`src/rtl/nos_dac_transmitter.sv`:
```
// NOS DAC serial transmitter: drives bit clock, latch enable and the
// simultaneous left/right data lines for one stereo sample per handshake.
// The top N bits of each MSB-aligned sample are shifted out MSB-first, then
// latch enable is pulsed and the block returns to idle.
// Word-length codes assume MAX_BITS >= 24.
module nos_dac_transmitter #(
  parameter int unsigned MAX_BITS  = 24,
  parameter int unsigned BCK_DIV   = 2,
  parameter int unsigned LE_CYCLES = 4
) (
  input  logic                clk,
  input  logic                reset,
  input  logic [1:0]          bits_sel,
  input  logic                mute,
  input  logic [MAX_BITS-1:0] sample_l,
  input  logic [MAX_BITS-1:0] sample_r,
  input  logic                sample_valid,
  output logic                sample_ready,
  output logic                dac_bck,
  output logic                dac_le,
  output logic                dac_data_l,
  output logic                dac_data_r,
  output logic                busy,
  output logic                frame_done
);

  localparam int unsigned BIT_W = $clog2(MAX_BITS + 1);
  localparam int unsigned PH_W  = $clog2(BCK_DIV + 1);
  localparam int unsigned LE_W  = $clog2(LE_CYCLES + 1);

  localparam logic [PH_W-1:0] PH_LAST = PH_W'(BCK_DIV - 1);
  localparam logic [LE_W-1:0] LE_LAST = LE_W'(LE_CYCLES - 1);

  typedef enum logic [1:0] {
    ST_IDLE,
    ST_SHIFT,
    ST_LATCH
  } state_e;

  state_e              state_q, state_d;
  logic [BIT_W-1:0]    nbits_q, nbits_d;
  logic [BIT_W-1:0]    bit_cnt_q, bit_cnt_d;
  logic [PH_W-1:0]     ph_cnt_q, ph_cnt_d;
  logic [LE_W-1:0]     le_cnt_q, le_cnt_d;
  logic [MAX_BITS-1:0] shift_l_q, shift_l_d;
  logic [MAX_BITS-1:0] shift_r_q, shift_r_d;
  logic                bck_q, bck_d;
  logic                le_q, le_d;
  logic                ready_q, ready_d;
  logic                busy_q, busy_d;
  logic                done_q, done_d;
  logic                accept;

  // Map the word-length code to the number of transmitted bits.
  function automatic logic [BIT_W-1:0] word_len(input logic [1:0] sel);
    case (sel)
      2'b00:   word_len = BIT_W'(24);
      2'b01:   word_len = BIT_W'(20);
      2'b10:   word_len = BIT_W'(18);
      default: word_len = BIT_W'(16);
    endcase
  endfunction

  assign accept = sample_valid && ready_q;

  // Next-state and next-output logic for the IDLE/SHIFT/LATCH sequence.
  always_comb begin
    // NOTE: every signal gets a default first so no path leaves it unassigned
    // and no latch is inferred.
    state_d   = state_q;
    nbits_d   = nbits_q;
    bit_cnt_d = bit_cnt_q;
    ph_cnt_d  = ph_cnt_q;
    le_cnt_d  = le_cnt_q;
    shift_l_d = shift_l_q;
    shift_r_d = shift_r_q;
    bck_d     = bck_q;
    le_d      = le_q;
    done_d    = 1'b0;

    case (state_q)
      ST_IDLE: begin
        if (accept) begin
          state_d   = ST_SHIFT;
          nbits_d   = word_len(bits_sel);
          shift_l_d = mute ? '0 : sample_l;
          shift_r_d = mute ? '0 : sample_r;
          bit_cnt_d = '0;
          ph_cnt_d  = '0;
          bck_d     = 1'b0;
        end
      end

      ST_SHIFT: begin
        if (ph_cnt_q != PH_LAST) begin
          ph_cnt_d = ph_cnt_q + PH_W'(1);
        end else begin
          ph_cnt_d = '0;
          if (!bck_q) begin
            bck_d = 1'b1;
          end else begin
            // End of a bit: bck falls and the data lines advance together.
            bck_d = 1'b0;
            if (bit_cnt_q == nbits_q - BIT_W'(1)) begin
              state_d   = ST_LATCH;
              shift_l_d = '0;
              shift_r_d = '0;
              le_d      = 1'b1;
              le_cnt_d  = '0;
              done_d    = (LE_LAST == '0);
            end else begin
              shift_l_d = {shift_l_q[MAX_BITS-2:0], 1'b0};
              shift_r_d = {shift_r_q[MAX_BITS-2:0], 1'b0};
              bit_cnt_d = bit_cnt_q + BIT_W'(1);
            end
          end
        end
      end

      ST_LATCH: begin
        if (le_cnt_q == LE_LAST) begin
          state_d = ST_IDLE;
          le_d    = 1'b0;
        end else begin
          le_cnt_d = le_cnt_q + LE_W'(1);
          done_d   = (le_cnt_q + LE_W'(1) == LE_LAST);
        end
      end

      default: begin
        state_d   = ST_IDLE;
        bck_d     = 1'b0;
        le_d      = 1'b0;
        shift_l_d = '0;
        shift_r_d = '0;
      end
    endcase

    ready_d = (state_d == ST_IDLE);
    busy_d  = (state_d != ST_IDLE);
  end

  // State, counter, shift and output registers with synchronous reset.
  always_ff @(posedge clk) begin
    // NOTE: non-blocking assignments so every flop samples pre-edge values.
    if (reset) begin
      state_q   <= ST_IDLE;
      nbits_q   <= '0;
      bit_cnt_q <= '0;
      ph_cnt_q  <= '0;
      le_cnt_q  <= '0;
      // NOTE: the shift registers are reset because their MSBs drive the
      // data pins directly and must read 0 out of reset.
      shift_l_q <= '0;
      shift_r_q <= '0;
      bck_q     <= 1'b0;
      le_q      <= 1'b0;
      ready_q   <= 1'b0;
      busy_q    <= 1'b0;
      done_q    <= 1'b0;
    end else begin
      state_q   <= state_d;
      nbits_q   <= nbits_d;
      bit_cnt_q <= bit_cnt_d;
      ph_cnt_q  <= ph_cnt_d;
      le_cnt_q  <= le_cnt_d;
      shift_l_q <= shift_l_d;
      shift_r_q <= shift_r_d;
      bck_q     <= bck_d;
      le_q      <= le_d;
      ready_q   <= ready_d;
      busy_q    <= busy_d;
      done_q    <= done_d;
    end
  end

  assign sample_ready = ready_q;
  assign dac_bck      = bck_q;
  assign dac_le       = le_q;
  assign dac_data_l   = shift_l_q[MAX_BITS-1];
  assign dac_data_r   = shift_r_q[MAX_BITS-1];
  assign busy         = busy_q;
  assign frame_done   = done_q;

endmodule

```
`config.mk`:
```
export PLATFORM = sky130hd
export DESIGN_NAME = nos_dac_transmitter
export DESIGN_NICKNAME = d
export VERILOG_FILES = /design/src/rtl/nos_dac_transmitter.sv
export SDC_FILE = /design/constraint.sdc
export NUM_CORES = 1
export LEC_CHECK = 0
export BUFFER_PORTS_ARGS = -buffer_cell sky130_fd_sc_hd__buf_2
export CAP_MARGIN = 15
export CORE_MARGIN = 8
export CORE_UTILIZATION = 30
export CTS_BUF_LIST = sky130_fd_sc_hd__clkbuf_4 sky130_fd_sc_hd__clkbuf_8
export DETAILED_ROUTE_END_ITERATION = 10
export PLACE_DENSITY_LB_ADDON = 0.12
export SYNTH_ARGS = -nofsm -noshare
export SYNTH_HDL_FRONTEND = slang
export SYNTH_SLANG_ARGS = --single-unit
```
`constraint.sdc`:
```
create_clock -name clk -period 3.3 [get_ports clk]
set_clock_uncertainty 0.15 [all_clocks]
set_input_delay 0.165 -clock clk [delete_from_list [all_inputs] [get_ports clk]]
set_output_delay 0.165 -clock clk [all_outputs]
set_load 0.01 [all_outputs]
```
# Yosys cells after proc, flatten, opt, wreduce, memory -nomap -nowiden

Cells that the tools add are included.
W data, S select, Z words.

Flip-flop bits (word level): 70
Logic and storage cells: 89

$add $sub $neg: 4
Eq/ne operators: 15
Multiplexer cells: 41
Bitwise logic cells: 2
Reductions and logical operators: 15

Operator list:

| operator              | count |
|---|---|
| $mux W24              | 10 |
| $pmux W24 S3          | 2 |
| $mux W5               | 4 |
| $reduce_and A5 Y1     | 3 |
| $mux W2               | 7 |
| $ne A2 B2 Y1 const B  | 7 |
| $mux W3               | 4 |
| $pmux W4 S3           | 1 |
| $pmux W5 S2           | 1 |
| $mux W1               | 7 |
| $eq A3 B2 Y1 const B  | 2 |
| $logic_not A2 Y1      | 3 |
| $pmux W1 S3           | 2 |
| $pmux W2 S3           | 1 |
| $pmux W3 S2           | 1 |
| $reduce_bool A2 Y1    | 3 |
| $add A5 B1 Y5 const B | 1 |
| $eq A5 B5 Y1          | 1 |
| $sub A5 B1 Y5 const B | 1 |
| $eq A2 B1 Y1 const B  | 2 |
| $eq A2 B2 Y1 const B  | 2 |
| $pmux W2 S2           | 1 |
| $reduce_and A2 Y1     | 2 |
| $reduce_and A4 Y1     | 1 |
| 7 further kinds       | 8 |

# Depth between registers and ports, before layout

Gate-level depths: netlist of run 1.

Depth in word-level cells: 7
Mapped depth: 9
Mapped depth without buffers: 7

# Least setup slack after synthesis of run 1

No wires, ideal clock.

Path type: register to register
From: reg nbits_q[1]
To: reg le_cnt_q[1]
Arrival time: 2,072 ps
Path slack: 1,011 ps
Stages on the path, launching flop included: 9
Period minus slack after synthesis: 2,289 ps
Cell sequence: dfxtp_1 > inv_1 > ha_1 > xor2_1 > nand4_2 > or4_1 > buf_2 > a211o_1 > a21oi_2

Cells in the longest elaborated chain, start to end: 4

Ends and longest elaborated chain:

| item                               | line | RTL |
|---|---|---|
| start: declaration                 | 41   | `logic [BIT_W-1:0] nbits_q, nbits_d;` |
| start signal: assignment           | 163  | `nbits_q <= nbits_d;` |
| $sub A5 B1 Y5                      | 104  | `if (bit_cnt_q == nbits_q - BIT_W'(1)) begin` |
| $eq A5 B5 Y1                       | 104  |  |
| $ne A2 B2 Y1 (no source line)      | -    |  |
| $reduce_and A5 Y1 (no source line) | -    |  |
| end signal: assignment             | 166  | `le_cnt_q <= le_cnt_d;` |
| end: declaration                   | 44   | `logic [LE_W-1:0] le_cnt_q, le_cnt_d;` |

No other way between the ends.
A chain may end at the register's enable or synchronous reset.

# Worst setup path in the final report of run 1

Same ends and word-level chain as after synthesis.

==> summary.txt, run 1 <==
Status: complete, no violations
Max Fclk: 0.408 GHz
CTS sink count: 69
Final worst path period need: 2450 ps
Via count: 2621
First-pass GRT wire length: 12.6 mm
Routability-driven placement congestion ratio: 0.730
CP Launch Type: flop
CTS root buf: clkbuf_8
Drt total wl: 7.35 mm
P&R area growth vs syn: 36.1%
Share of cells above drive strength 1: 22.6%
Synth top area share: 47.5%
Crit path capture type: flop
Routed Antenna Nets: 0
Core area: 9590 um2
Static Leak: 1.86 nW
Ys flop type: dfxtp_1
Final #Nets: 461
Post-Syn Nets: 360
ANT cells: 0
Post-route core utilization: 41.3%
Largest net degree at the start of global routing: 46
Total negative slack: 0 ps
Initial drt markers: 303
DP Area: 3310 um2
Min-delay worst type: in2reg
WS Path Type: reg2reg
Post-route design area: 3960 um2
Seq cells post-synth: 69
Die Span X: 114 um
Chip height: 114 um
Die Area: 13100 um2
Relative max-transition margin: 58.8%
Residual DRC: 0
CTS tree: done
YS warnings: 0
Top-Level Pins: 61
Post-Syn Area: 2910 um2
Routed WL per cell: 13.6 um
Fin crit share: 74.4%
TritonCTS Buffers: 9
Max Cap Viol: 0
Worst-case clock buffer depth: 2
EDFF count, synth: 0
Initial antenna violation count: 0
CP max FO: 7
Worst VDD drop: 0.000214 V
FP Rows: 36
Async S/R FF share, synth: 0%
Crit path DAT: 2570 ps
Cells after Synth: 301
CTS H-tree depth: 3
Final hold violation count: 0
Final setup fails: 0
Final hold slack: 106 ps
DP HPWL: 4.87 mm
Sequential fraction of the synthesis area: 47.5%
Port buffer count: 60
WP data required: 3420 ps
Largest area contributor in the synthesized netlist: dfxtp_1
Detailed Routing Iterations Pass 1: 7
Top cells by area, synth: dfxtp_1 47%, a222oi_1 14%, inv_1 6.1%, nor2_1 2.5%, a21oi_1 2.2%
Slew at the pin with the worst max-slew slack: 618 ps
Starting density of the core: 30.3%
Vias in the first global route: 2617
GR Overflow Total: 0
Unique masters post-synth: 46
Pins over their slew limit: 0
Clock Latency Late Sink: 330 ps
Final Power: 1.70 mW
PwrDens: 430 nW/um2
GR Util All Layers: 11.9%
Drt via density: 4.85
Layout fillers: 992
Mean post-synth cell area: 9.67 um2
RSZ-0062 raised after global routing: false
CTS clk-pin slew, worst paths: 70 ps
==> cell usage after synthesis, types with 2 or more instances <==
| master | count |
|---|---|
| a221o_1 | 2 |
| a21oi_1 | 13 |
| nor3_1 | 6 |
| nand2b_1 | 3 |
| xor2_1 | 4 |
| a211o_1 | 2 |
| buf_6 | 3 |
| nand3b_1 | 5 |
| o21ai_0 | 8 |
| nand2_1 | 13 |
| nor2_1 | 19 |
| a21oi_2 | 2 |
| a31oi_1 | 2 |
| buf_2 | 2 |
| nand3_1 | 3 |
| a2bb2oi_1 | 4 |
| ha_1 | 5 |
| a22oi_1 | 2 |
| nand4_1 | 2 |
| mux2i_1 | 2 |
| clkbuf_1 | 14 |
| inv_1 | 47 |
| xnor2_1 | 3 |
| nor3b_1 | 6 |
| a222oi_1 | 40 |
| dfxtp_1 | 69 |
==> timing repair <==
item                      CTS  global route
hold buffers               47             0
resized for setup           0             0
hold endpoints to repair   47             0
setup buffers               0             0
==> per-stage QoR <==
step,cells,setup WS (ps)
after floorplan,301,1010
after global placement,477,903
after detailed placement,477,886
after CTS,540,844
after global routing,540,679
final,540,846
==> final timing paths <==
kind | cells after the start | slack [ps] | to | start
worst max-delay path | 7 | 850 | le_cnt_q[1] | nbits_q[1]
worst min-delay path | 3 | 110 | state_q[0] | sample_valid
worst max register to register | 7 | 850 | le_cnt_q[1] | nbits_q[1]
worst min register to register | 2 | 310 | shift_r_q[20] | shift_r_q[19]
==> power by group <==
part           leakage, nW  internal [mW]  switching [mW]
clock network       0.0956          0.319           0.311
registers            0.559          0.859          0.0212
logic                 1.20          0.102          0.0906
total                 1.86           1.28           0.423
==> cells in the final DEF (no fill, tap or decap), types with 2 or more instances in the layout <==
master	synthesis	layout
a222oi_1	40	40
nor3b_1	6	5
buf_4	1	3
a2bb2oi_1	4	4
o21ai_0	8	8
a21oi_2	2	2
clkinv_2	0	3
nand3b_1	5	5
xnor2_1	3	3
a211o_1	2	2
ha_1	5	5
a221o_1	2	2
nand4_1	2	2
nand2_1	13	13
nand2b_1	3	3
a21oi_1	13	13
clkbuf_8	1	11
a22oi_1	2	2
nand3_1	3	3
nor3_1	6	6
mux2i_1	2	2
dfxtp_1	69	69
nor2_1	19	18
dlygate4sd3_1	0	47
buf_2	2	60
a31oi_1	2	2
xor2_1	4	4
inv_1	47	47
==> flip-flops by register name (all words and copies together), names as in the netlist <==
signal	flops
shift_r_q	24
busy	1
sample_ready	1
nbits_q	4
frame_done	1
shift_l_q	24
state_q	2
dac_bck	1
ph_cnt_q	2
le_cnt_q	3
dac_le	1
bit_cnt_q	5
==> final cells by class <==
cell class,instances,area (um2),area share (%)
sequential,69,1380,34.9
multi-input combinational,164,1240,31.4
timing repair buffer,111,813,20.5
inverter,47,176,4.45
tap,133,166,4.20
clock buffer,12,159,4.01
clock inverter,4,22.5,0.569
==> kinds of logic after synthesis <==
| kind of cell | count (synthesis) | synth area share, % |
|---|---|---|
| AO/OA/AOI/OAI | 82 | 24.2 |
| XOR/XNOR | 8 | 2.92 |
| adder cells (fa/ha/maj) | 5 | 2.15 |
| buffers and inverters | 68 | 10.1 |
| flip-flops | 69 | 47.5 |
| multiplexers | 3 | 1.07 |
| AND/OR/NAND/NOR | 66 | 12.0 |
==> critical path, cell delays in order, from the launching register on <==
cell     delay, ps
dfxtp_1        380
inv_1           60
ha_1           290
xor2_1         210
nand4_2        160
or4_1          660
a211o_1        360
a21oi_2        130
==> metal layers <==
| metal | wire length (um) | track usage [%] |
|---|---|---|
| met1 | 3480 | 14.7 |
| met2 | 3420 | 18.7 |
| met3 | 387 | 4.64 |
| met4 | 71 | 3.46 |
| met5 | 0 | 0 |
(Power assumes the default switching activity.)
==> run 2: changes to the inputs <==
- ABC_AREA: unset -> 1
- clock period: 3.3 -> 2.36 ns (I/O delays scaled with it)
==> run 2 against run 1 <==
Net effect: final cell count up 42%; sequential power up 51%; wire length up 27%; non-clock buffer count up 12; critical path depth unchanged; synthesized cell count up 70%; highest routed layer unchanged; design area up 13%; die area up 13%; critical endpoint is now nbits_q[2]; worst setup slack worse by 650 ps.
==> summary.txt, run 2 <==
Status: complete, no violations
CP top delay family: buffers and inverters
CTS resizes: 0
Slew at the pin with the worst max-slew slack: 465 ps
CTS tree: done
Share of cells above drive strength 1: 16.1%
Layout fillers: 1163
Mean post-synth cell area: 6.54 um2
Leading cell type in the layout, fill and taps excluded: nand2_1
Core area: 10900 um2
Drt total wl: 9.35 mm
Fin crit share: 91.6%
Crit path DAT: 2240 ps
Post-Syn Nets: 572
Routed Antenna Nets: 0
Chip height: 122 um
Synth top area share: 41.2%
TritonCTS Buffers: 9
Port buffer count: 60
PwrDens: 654 nW/um2
Die Span X: 122 um
Largest stage delay, worst path: 550 ps
First-pass GRT wire length: 16.0 mm
Via count: 3425
Drt via density: 4.47
DP Area: 3790 um2
Max Fclk: 0.463 GHz
Final hold violation count: 0
CP Launch Type: flop
Post-place setup slack: 362 ps
Top cells by area, synth: dfxtp_1 41%, nand2_1 27%, nand3_1 7.9%, inv_1 3.6%, a21oi_1 3.1%
DP HPWL: 6.23 mm
Total negative slack: 0 ps
CTS root buf: clkbuf_8
Relative max-transition margin: 69.0%
Final setup fails: 0
Routed WL per cell: 12.2 um
P&R area growth vs syn: 33.6%
Final WS setup: 199 ps
Final worst path period need: 2160 ps
GR Util All Layers: 13.3%
Clock Latency Late Sink: 340 ps
Largest regs: shift_l_q: 24 flops, shift_r_q: 24 flops, bit_cnt_q: 5 flops
Area occupied by multi-input gates: 1700 um2
Static Leak: 2.19 nW
CP max FO: 6
FP Rows: 38
Routability-driven placement congestion ratio: 0.757
Most common cell in the netlist: nand2_1
Starting density of the core: 30.8%
Pins over their slew limit: 0
Residual DRC: 0
Seq cells post-synth: 69
Worst VDD drop: 0.000211 V
GR Overflow Total: 0
Max Cap Viol: 0
Initial drt markers: 180
Crit path capture type: flop
Unique masters post-synth: 27
Ys flop type: dfxtp_1
Initial antenna violation count: 0
Sequential fraction of the synthesis area: 41.2%
FF+latch area: 1380 um2
Largest net degree at the start of global routing: 45
CTS clk-pin slew, worst paths: 80 ps
EDFF count, synth: 0
Most frequent cells in the layout: 238 x nand2_1, 69 x dfxtp_1, 60 x buf_2
Largest area contributor in the synthesized netlist: dfxtp_1
Die Area: 14800 um2
CTS sink count: 69
Slowest CP cell: dlygate4sd3_1
YS warnings: 0
RSZ-0062 raised after global routing: false
Post-route core utilization: 41.2%
Min-delay worst type: in2reg
ANT cells: 0
Critical-path cell list: nor2_2, inv_1, nor2_1, inv_1, nand2_1, o32ai_1, dlygate4sd3_1
Final #Nets: 681
Async S/R FF share, synth: 0%
Vias in the first global route: 3449
Cells after Synth: 513
Top-Level Pins: 61
WP data required: 2440 ps
Detailed Routing Iterations Pass 1: 4
CP Buf/Inv Count: 3
Final hold slack: 13.8 ps
Worst-case clock buffer depth: 2
CTS H-tree depth: 3
Post-Syn Area: 3360 um2
Post-synth top cells: 238 x nand2_1, 69 x dfxtp_1, 53 x nand3_1
Post-route design area: 4480 um2
Most frequent CP cell: inv_1
WS Path Type: reg2reg
==> run 2: changes by cell type after synthesis, moves of 5 or more <==
cell	previous run	this run
nand2_1	13	238
nand3_1	3	53
a222oi_1	40	0
inv_1	47	32
nand4_1	2	11
a21oi_1	13	21
buf_2	2	9
nor3b_1	6	0
clkbuf_1	14	9
nand3b_1	5	0
==> run 2: cell type report <==
type	instances	share of cell area (%)
Tap cell	140	3.91
Sequential cell	69	30.8
Multi-Input combinational cell	382	37.9
Clock buffer	11	3.38
Inverter	37	3.10
Timing Repair Buffer	123	20.1
Clock inverter	5	0.754
==> run 2: path summary, 6_finish.rpt <==
kind,start,endpoint,slack [ps],cells past startpoint
worst min register to register,ph_cnt_q[1],ph_cnt_q[1],300,2
worst max register to register,state_q[1],nbits_q[2],200,7
worst min-delay path,reset,dac_bck,10,4
worst max-delay path,state_q[1],nbits_q[2],200,7
==> run 2: report_power, final <==
part	switching (mW)	internal [mW]	leakage, nW
clock	0.466	0.439	0.0917
combinational	0.435	0.264	1.54
sequential	0.0595	1.27	0.560
==> run 2: metal layers <==
metal  up-vias  wire, um  GRT usage [%]
met2        48      4330           21.8
met3        12       261           2.64
met1      1530      4610           16.6
met5         -         0              0
met4         0       151           5.63
li1       1835         -              -
==> run 2: through the flow <==
step	power [mW]	cells
2_1_floorplan	1.80	513
3_3_place_gp	1.99	700
3_5_place_dp	2.00	700
4_1_cts	2.98	767
5_1_grt	3.13	767
6_report	2.93	767
==> run 2: repair_timing <==
| action | 4_1_cts | 5_1_grt |
|---|---|---|
| hold endpoints to repair | 51 | 0 |
| hold buffers | 51 | 0 |
| buffers inserted | 0 | 0 |
==> run 2: tightest hold or removal path: cells and delay by family <==
family / cells / cell delay [ps]
AOI/OAI and AO/OA: 2 / 160
buffers and inverters: 2 / 180
==> run 2: logic make-up (layout without fill, tap and decap cells) <==
kind of cell	count (synthesis)	in the layout	share of synthesized area (%)
XOR/XNOR	5	5	1.30
AND/OR/NAND/NOR	338	338	41.8
adder cells (fa/ha/maj)	5	5	1.86
flip-flops	69	69	41.2
AO/OA/AOI/OAI	34	34	5.67
buffers and inverters	62	176	8.17
